$ cat config.mk
export PLATFORM = sky130hd
export DESIGN_NAME = frame_read_sched
export DESIGN_NICKNAME = d
export VERILOG_FILES = /design/src/rtl/frame_read_sched_pkg.sv /design/src/rtl/frame_read_sched_rr_arb2.sv /design/src/rtl/frame_read_sched.sv
export SDC_FILE = /design/constraint.sdc
export NUM_CORES = 1
export LEC_CHECK = 0
export BUFFER_PORTS_ARGS = -buffer_cell sky130_fd_sc_hd__buf_2
export CORE_MARGIN = 2
export CORE_UTILIZATION = 40
export CTS_BUF_LIST = sky130_fd_sc_hd__clkbuf_8
export CTS_CLUSTER_DIAMETER = 50
export DETAILED_ROUTE_END_ITERATION = 6
export PLACE_DENSITY = 0.66
export SLEW_MARGIN = 15
export SYNTH_ARGS = -nofsm -noshare
export SYNTH_HDL_FRONTEND = slang
export SYNTH_HIERARCHICAL = 1
export SYNTH_SLANG_ARGS = --single-unit
export TNS_END_PERCENT = 1
$ cat constraint.sdc
create_clock -name clk -period 2.5 [get_ports clk]
set_input_delay 0.375 -clock clk [delete_from_list [all_inputs] [get_ports clk]]
set_output_delay 0.375 -clock clk [all_outputs]
set_load 0.03 [all_outputs]
$ cat src/rtl/frame_read_sched_pkg.sv
// Shared types and constants for the frame read scheduler.
package frame_read_sched_pkg;

  typedef enum logic [2:0] {
    ST_IDLE  = 3'd0,
    ST_GRANT = 3'd1,
    ST_READ  = 3'd2,
    ST_DRAIN = 3'd3,
    ST_GAP   = 3'd4
  } state_t;

  localparam logic SEL_H = 1'b0;
  localparam logic SEL_V = 1'b1;

endpackage

$ cat src/rtl/frame_read_sched_rr_arb2.sv
// Two-way round-robin arbiter: one-hot grant, tie goes to the FIFO not served last.
module rr_arb2
  import frame_read_sched_pkg::*;
(
  input  logic       clk,
  input  logic       reset,
  input  logic       i_en,
  input  logic [1:0] i_req,
  output logic [1:0] o_grant
);

  logic       r_last;
  logic [1:0] w_grant;

  // Grant decode; bit 0 = horizontal, bit 1 = vertical.
  always_comb begin
    w_grant = 2'b00;
    case (i_req)
      2'b01:   w_grant = 2'b01;
      2'b10:   w_grant = 2'b10;
      2'b11:   w_grant = (r_last == SEL_V) ? 2'b01 : 2'b10;
      default: w_grant = 2'b00;
    endcase
  end

  assign o_grant = w_grant;

  // Remember who was served so the next tie flips.
  always_ff @(posedge clk) begin
    if (!reset) begin
      r_last <= SEL_V;
    end else if (i_en && (w_grant != 2'b00)) begin
      r_last <= w_grant[1];
    end
  end

endmodule

$ cat src/rtl/frame_read_sched.sv
// Frame read scheduler: arbitrates two FIFOs and reads WINDOW samples per frame,
// then drains the read pipeline and holds the feature blocks in reset for GAP cycles.
module frame_read_sched
  import frame_read_sched_pkg::*;
#(
  parameter int WINDOW = 64,
  parameter int GAP    = 4,
  parameter int RD_LAT = 1
) (
  input  logic       clk,
  input  logic       reset,
  input  logic       h_almost_full,
  input  logic       h_empty,
  input  logic       v_almost_full,
  input  logic       v_empty,
  output logic       h_rd_en,
  output logic       v_rd_en,
  output logic       sel,
  output logic       frame_start,
  output logic       sample_valid,
  output logic       frame_last,
  output logic       feat_reset,
  output logic       busy,
  output logic [7:0] frame_count,
  output logic       underrun
);

  localparam logic [7:0] WIN     = 8'(WINDOW);
  localparam logic [3:0] DRAIN_T = 4'(RD_LAT - 1);
  localparam logic [3:0] GAP_T   = (GAP > 0) ? 4'(GAP - 1) : 4'd0;

  state_t            r_state;
  state_t            w_state_nxt;
  logic [7:0]        r_cnt;
  logic [3:0]        r_tmr;
  logic [RD_LAT-1:0] r_sv_dly;
  logic [RD_LAT-1:0] r_fl_dly;
  logic              r_rd_last;
  logic              r_h_rd_en;
  logic              r_v_rd_en;
  logic              r_sel;
  logic              r_frame_start;
  logic              r_feat_reset;
  logic              r_busy;
  logic [7:0]        r_frame_count;
  logic              r_underrun;
  logic [1:0]        w_grant;
  logic              w_granted;
  logic              w_sel_empty;
  logic              w_want_rd;
  logic              w_issue;
  logic              w_stall;

  rr_arb2 u_arb (
    .clk     (clk),
    .reset   (reset),
    .i_en    (r_state == ST_IDLE),
    .i_req   ({v_almost_full, h_almost_full}),
    .o_grant (w_grant)
  );

  assign w_granted   = (r_state == ST_IDLE) && (w_grant != 2'b00);
  assign w_sel_empty = (r_sel == SEL_V) ? v_empty : h_empty;
  // A read is wanted for the cycle after GRANT and every READ cycle short of WINDOW.
  assign w_want_rd   = (r_state == ST_GRANT) || ((r_state == ST_READ) && (r_cnt < WIN));
  assign w_issue     = w_want_rd && !w_sel_empty;
  assign w_stall     = w_want_rd && w_sel_empty;

  // Next-state decode.
  always_comb begin
    w_state_nxt = r_state;
    case (r_state)
      ST_IDLE: begin
        if (w_granted) w_state_nxt = ST_GRANT;
        else           w_state_nxt = ST_IDLE;
      end
      ST_GRANT: w_state_nxt = ST_READ;
      ST_READ: begin
        if (r_cnt == WIN) w_state_nxt = ST_DRAIN;
        else              w_state_nxt = ST_READ;
      end
      ST_DRAIN: begin
        if (r_tmr != 4'd0) w_state_nxt = ST_DRAIN;
        else if (GAP != 0) w_state_nxt = ST_GAP;
        else               w_state_nxt = ST_IDLE;
      end
      ST_GAP: begin
        if (r_tmr != 4'd0) w_state_nxt = ST_GAP;
        else               w_state_nxt = ST_IDLE;
      end
      default: w_state_nxt = ST_IDLE;
    endcase
  end

  // State, counters, delay lines and registered outputs.
  always_ff @(posedge clk) begin
    if (!reset) begin
      r_state       <= ST_IDLE;
      r_cnt         <= 8'd0;
      r_tmr         <= 4'd0;
      r_sv_dly      <= '0;
      r_fl_dly      <= '0;
      r_rd_last     <= 1'b0;
      r_h_rd_en     <= 1'b0;
      r_v_rd_en     <= 1'b0;
      r_sel         <= SEL_H;
      r_frame_start <= 1'b0;
      r_feat_reset  <= 1'b1;
      r_busy        <= 1'b0;
      r_frame_count <= 8'd0;
      r_underrun    <= 1'b0;
    end else begin
      r_state       <= w_state_nxt;
      r_frame_start <= (w_state_nxt == ST_GRANT);
      r_busy        <= (w_state_nxt != ST_IDLE);
      r_feat_reset  <= (w_state_nxt == ST_IDLE);
      r_h_rd_en     <= w_issue && (r_sel == SEL_H);
      r_v_rd_en     <= w_issue && (r_sel == SEL_V);
      r_rd_last     <= w_issue && (r_cnt == (WIN - 8'd1));

      if (w_granted) begin
        r_sel <= w_grant[1];
        r_cnt <= 8'd0;
      end else if (w_issue) begin
        r_cnt <= r_cnt + 8'd1;
      end

      if (w_stall) begin
        r_underrun <= 1'b1;
      end

      case (r_state)
        ST_READ:  r_tmr <= DRAIN_T;
        ST_DRAIN: r_tmr <= (r_tmr == 4'd0) ? GAP_T : (r_tmr - 4'd1);
        ST_GAP:   r_tmr <= (r_tmr == 4'd0) ? 4'd0 : (r_tmr - 4'd1);
        default:  r_tmr <= 4'd0;
      endcase

      // Sample qualifiers follow the read enables by the FIFO read latency.
      r_sv_dly[0] <= r_h_rd_en | r_v_rd_en;
      r_fl_dly[0] <= r_rd_last;
      for (int i = 1; i < RD_LAT; i++) begin
        r_sv_dly[i] <= r_sv_dly[i-1];
        r_fl_dly[i] <= r_fl_dly[i-1];
      end

      if (r_fl_dly[RD_LAT-1]) begin
        r_frame_count <= r_frame_count + 8'd1;
      end
    end
  end

  assign h_rd_en      = r_h_rd_en;
  assign v_rd_en      = r_v_rd_en;
  assign sel          = r_sel;
  assign frame_start  = r_frame_start;
  assign sample_valid = r_sv_dly[RD_LAT-1];
  assign frame_last   = r_fl_dly[RD_LAT-1];
  assign feat_reset   = r_feat_reset;
  assign busy         = r_busy;
  assign frame_count  = r_frame_count;
  assign underrun     = r_underrun;

endmodule

[After elaboration in Yosys (flattened, before gate mapping)]
Cells that the tools add are included.
Cells by class
  add/subtract/negate cells: 3
  order comparisons: 1
  equality and inequality tests: 10
  muxes and demuxes: 11
  bitwise gates (word level): 3
  reduce and logical (&&, ||, !) cells: 16
Operators with widths (count)
  8-bit by 1-bit adder with 8-bit output, second input constant: 2
  3-bit case mux with 5 select lines: 1
  8-bit by 6-bit == test with 1-bit output, second input constant: 1
  8-bit by 7-bit == test with 1-bit output, second input constant: 1
  8-bit by 7-bit less-than comparator with 1-bit output, second input constant: 1
  4-bit 2-to-1 mux: 2
  4-bit case mux with 2 select lines: 1
  1-bit logical AND: 7
  3-bit by 1-bit == test with 1-bit output, second input constant: 2
  3-bit by 2-bit == test with 1-bit output, second input constant: 2
  3-bit logical NOT: 2
  3-bit 2-to-1 mux: 2
  2-bit case mux with 3 select lines: 1
  2-bit == test, second input constant: 2
  4-bit logical NOT: 1
  4-bit nonzero test: 1
  4-bit by 1-bit subtractor with 4-bit output, second input constant: 1
  3-bit == test, second input constant: 1
  1-bit 2-to-1 mux: 3
  3-bit nonzero test: 1
  2-bit by 1-bit == test with 1-bit output, second input constant: 1
  2-bit 2-to-1 mux: 1
  1-bit NOT: 2
  2-bit nonzero test: 1
  4 further kinds: 4
Word-level totals
  register bits: 34
  input bits: 6
  output and inout port bits: 17
  logic and storage cells: 59

[Logic depth before layout (Yosys ltp)]
  depth after elaboration: 7
  mapped depth: 7
  depth with buffers taken out: 6

[Hierarchy]
The synthesis kept the hierarchy.
Modules (own cells, without submodules)
  frame_read_sched: instances 1, cells an instance 159, area each 1417.6 µm², sequential area each 660.6 µm²
  rr_arb2: instances 1, cells an instance 7, area each 58.8 µm², sequential area each 20.0 µm²

[Least setup slack after synthesis]
OpenSTA, ideal clock, no wires.
  kind: reg2reg
  start point: register r_sel (netlist: sel)
  end point: register r_cnt[3]
  setup time: 0.071 ns
  data arrival time: 1.600 ns
  data required time: 2.429 ns
  setup slack: 0.828 ns
  cell stages (with the launch flop): 6
  path buffers: 1
  period minus slack after synthesis: 1.672 ns
  path through: dfxtp_1 > mux2i_1 > o211ai_1 > buf_2 > or3_1 > a21oi_1
Between the ends
  cells in the longest elaborated chain, start to end: 3
Ends and longest elaborated chain
  start, declared: RTL line frame_read_sched.sv:41  | logic r_sel;
  start signal, assigned: RTL line frame_read_sched.sv:122  | r_sel <= w_grant[1];
  1-bit 2-to-1 mux: RTL line frame_read_sched.sv:63  | assign w_sel_empty = (r_sel == SEL_V) ? v_empty : h_empty;
  1-bit logical NOT: RTL line frame_read_sched.sv:66  | assign w_issue = w_want_rd && !w_sel_empty;
  1-bit logical AND: RTL line frame_read_sched.sv:66
  end signal, assigned: RTL line frame_read_sched.sv:125  | r_cnt <= r_cnt + 8'd1;
  end, declared: RTL line frame_read_sched.sv:34  | logic [7:0] r_cnt;
Every way passes these cells.
A chain may end at the register's enable or synchronous reset.

[Final worst setup path]
  start point: register r_state[1]
  end point: register r_cnt[7]
Between the ends
  cells in the longest elaborated chain, start to end: 4
  elaborated cells between the ends (all ways): 8
  classes of those cells: eq/ne: 2; reduce/logical: 6
Ends and longest elaborated chain
  start, declared: RTL line frame_read_sched.sv:32  | state_t r_state;
  start signal, assigned: RTL line frame_read_sched.sv:113  | r_state <= w_state_nxt;
  3-bit by 2-bit == test with 1-bit output: RTL line frame_read_sched.sv:65  | assign w_want_rd = (r_state == ST_GRANT) || ((r_state == ST_READ) && (r_cnt < WIN));
  1-bit logical AND: RTL line frame_read_sched.sv:65
  1-bit logical OR: RTL line frame_read_sched.sv:65
  1-bit logical AND: RTL line frame_read_sched.sv:66
Several ways; a longest one is shown, not always the timed one.

==> results_dict.tcl <==
set metrics [dict create \
    grt_usage 0.1645 \
    worstPathMaxFanout 12 \
    gp_congestion 0.7558 \
    tns_ns 0 \
    min_period_ns 1.948 \
    leakagePower_uw 0.0007071 \
    maxCapViolations 0 \
    clk_pin_slew_ns 0.06 \
    final_hold_viol_count 0 \
    dp_slack_ns 0.6009 \
    rsz0062_at_grt "false" \
    grt_pass1_vias 1232 \
    clock_sinks 34 \
    vias 1241 \
    fp.coreArea_um2 3606 \
    rows 22 \
    pin_count 23 \
    initial_core_util 0.4094 \
    syn_area_per_cell_um2 8.894 \
    holdBufCountCts 0 \
    yosysWarnings 6 \
    dp_hpwl_mm 2.146 \
    fillerInstances 363 \
    routed_wl_mm 2.970 \
    die_x_um 64.76 \
    crit_type "flop to flop" \
    vias_per_cell 5.214 \
    cp.required_ns 2.71 \
    ys.flop_type "dfxtp_1" \
    grt_max_degree 14 \
    clockRootBuffer "clkbuf_8" \
    cts_setup_buffers 0 \
    grt_pass1_wl_mm 5.244 \
    final_nets 200 \
    dieArea_um2 4193 \
    post_cts_resized 0 \
    timing.final.crit_share 0.7790 \
    synth_seq_area_share 0.4610 \
    cts_max_path_buffers 2 \
    gr-total-overflow 0 \
    final_common_cell "dfxtp_1" \
    syn_to_final_growth_pct 16.10 \
    ys_seq_elements 34 \
    syn_nets 177 \
    slew_violations 0 \
    n_antenna_cell 0 \
    powerDensity_nw_per_um2 665.7 \
    syn_inst 166 \
    postRouteAntennaNets 0 \
    synth_cell_types 38 \
    finalSetupViolations 0 \
    crit_path_end_kind "flop" \
    cp-start-kind "flop" \
    syn_area_um2 1476 \
    drc 0 \
    slew_headroom 0.4852 \
    synth_edf_count 0 \
    status "complete, no violations" \
    vdd_ir_drop_max_mv 0.3670 \
    drt_iter0_markers 30 \
    hp-class "input port to flop" \
    portBuffers 22 \
    tritoncts "yes" \
    first_pass_iters 4 \
    layout_common_cells "dfxtp_1 (34), buf_2 (22), nor2_1 (17), a21oi_1 (15), nand2_1 (12)" \
    worst_slew_pin_slew_ns 0.7688 \
    setup_slack_ns 0.5524 \
    drive_gt1_frac 0.1737 \
    antenna_found_initial 0 \
    skew_ns 0.009326 \
    arrival_ns 2.15 \
    insertion_delay_ns 0.28 \
    die_h_um 64.76 \
    synth_async_sr_flop_share 0 \
    fmax_mhz 513.5 \
    wl_per_cell_um 12.48 \
    cts_htree_levels 2 \
    numCtsBuffers 5 \
]
[per-stage QoR]
stage | power (uW) | cells | instance area, um2 | utilization | hold WS, ns
final | 1141 | 238 | 1714 | 0.4754 | 0.3780
after global routing | 1202 | 238 | 1714 | 0.4754 | 0.3880
after CTS | 1153 | 238 | 1714 | 0.4754 | 0.3730
after detailed placement | 749.6 | 230 | 1623 | 0.4500 | 0.4209
after global placement | 743.7 | 230 | 1623 | 0.4500 | 0.4181
after floorplan | 709.6 | 166 | 1476 | - | 0.4119
[final cells by class]
type	count	area (um2)	share of cell area
multi-input cells	118	742.0	0.4328
flip-flops and latches	34	680.7	0.3971
repair buffers	22	110.1	0.06423
clock buffers	6	82.58	0.04818
well taps	48	60.06	0.03504
inverters	8	30.03	0.01752
clock inverters	2	8.758	0.005110
[cell families after synthesis]
logic type	synth area share
xor gates and xnor gates	0.04745
DFF	0.4610
muxes	0.01356
adders and majority gates	0.04237
AOI/OAI and AO/OA	0.1593
and+or+nand+nor	0.2398
buffers and inverters	0.03644
[where the power goes]
group / internal, uW / leakage [uW] / total, uW / switching, uW
clock: 218 / 0.0000524 / 403 / 185
sequential: 566 / 0.000276 / 586 / 20.2
combinational: 52.6 / 0.000379 / 152 / 99.4
total: 836 / 0.000707 / 1140 / 305
[final timing paths]
check,startpoint,end,slack [ns],depth (start not counted)
worst max-delay path,r_state[1],r_cnt[7],0.55,4
worst min-delay path,reset,u_arb/r_last,0.38,2
worst max register to register,r_state[1],r_cnt[7],0.55,4
worst min register to register,r_rd_last,frame_last,0.45,1
[cell usage after synthesis, types with 3 or more instances]
| cell | instances | area share |
|---|---|---|
| dfxtp_1 | 34 | 0.46 |
| nand4_1 | 3 | 0.013 |
| xor2_1 | 4 | 0.024 |
| or3_1 | 5 | 0.021 |
| nand3_1 | 6 | 0.020 |
| o21ai_0 | 10 | 0.034 |
| nor2_1 | 17 | 0.043 |
| xnor2_1 | 4 | 0.024 |
| nand2_1 | 12 | 0.031 |
| a21oi_1 | 15 | 0.051 |
| inv_1 | 8 | 0.020 |
| clkbuf_1 | 5 | 0.013 |
| ha_1 | 5 | 0.042 |
| and3_1 | 4 | 0.017 |
[worst max-delay path: stages, from the launching register on]
cell      delay [ns]
dfxtp_1         0.46
nor4b_4         0.28
o211ai_1        0.36
or4_1           0.62
a21oi_1         0.15
[registers in the layout, summed over array words and instances (netlist names), 3 cells and up]
name         flops
frame_count      8
r_cnt            8
r_state          3
r_tmr            4
[routing by layer]
| layer | GRT usage | routed length [um] | vias up |
|---|---|---|---|
| met1 | 0.1710 | 1312 | 584 |
| met4 | 0.08777 | 54 | 0 |
| met2 | 0.2874 | 1455 | 26 |
| met5 | 0 | 0 | - |
| met3 | 0.05903 | 148 | 4 |
| li1 | - | - | 627 |
Note: power is estimated with default switching activity, not from simulation.
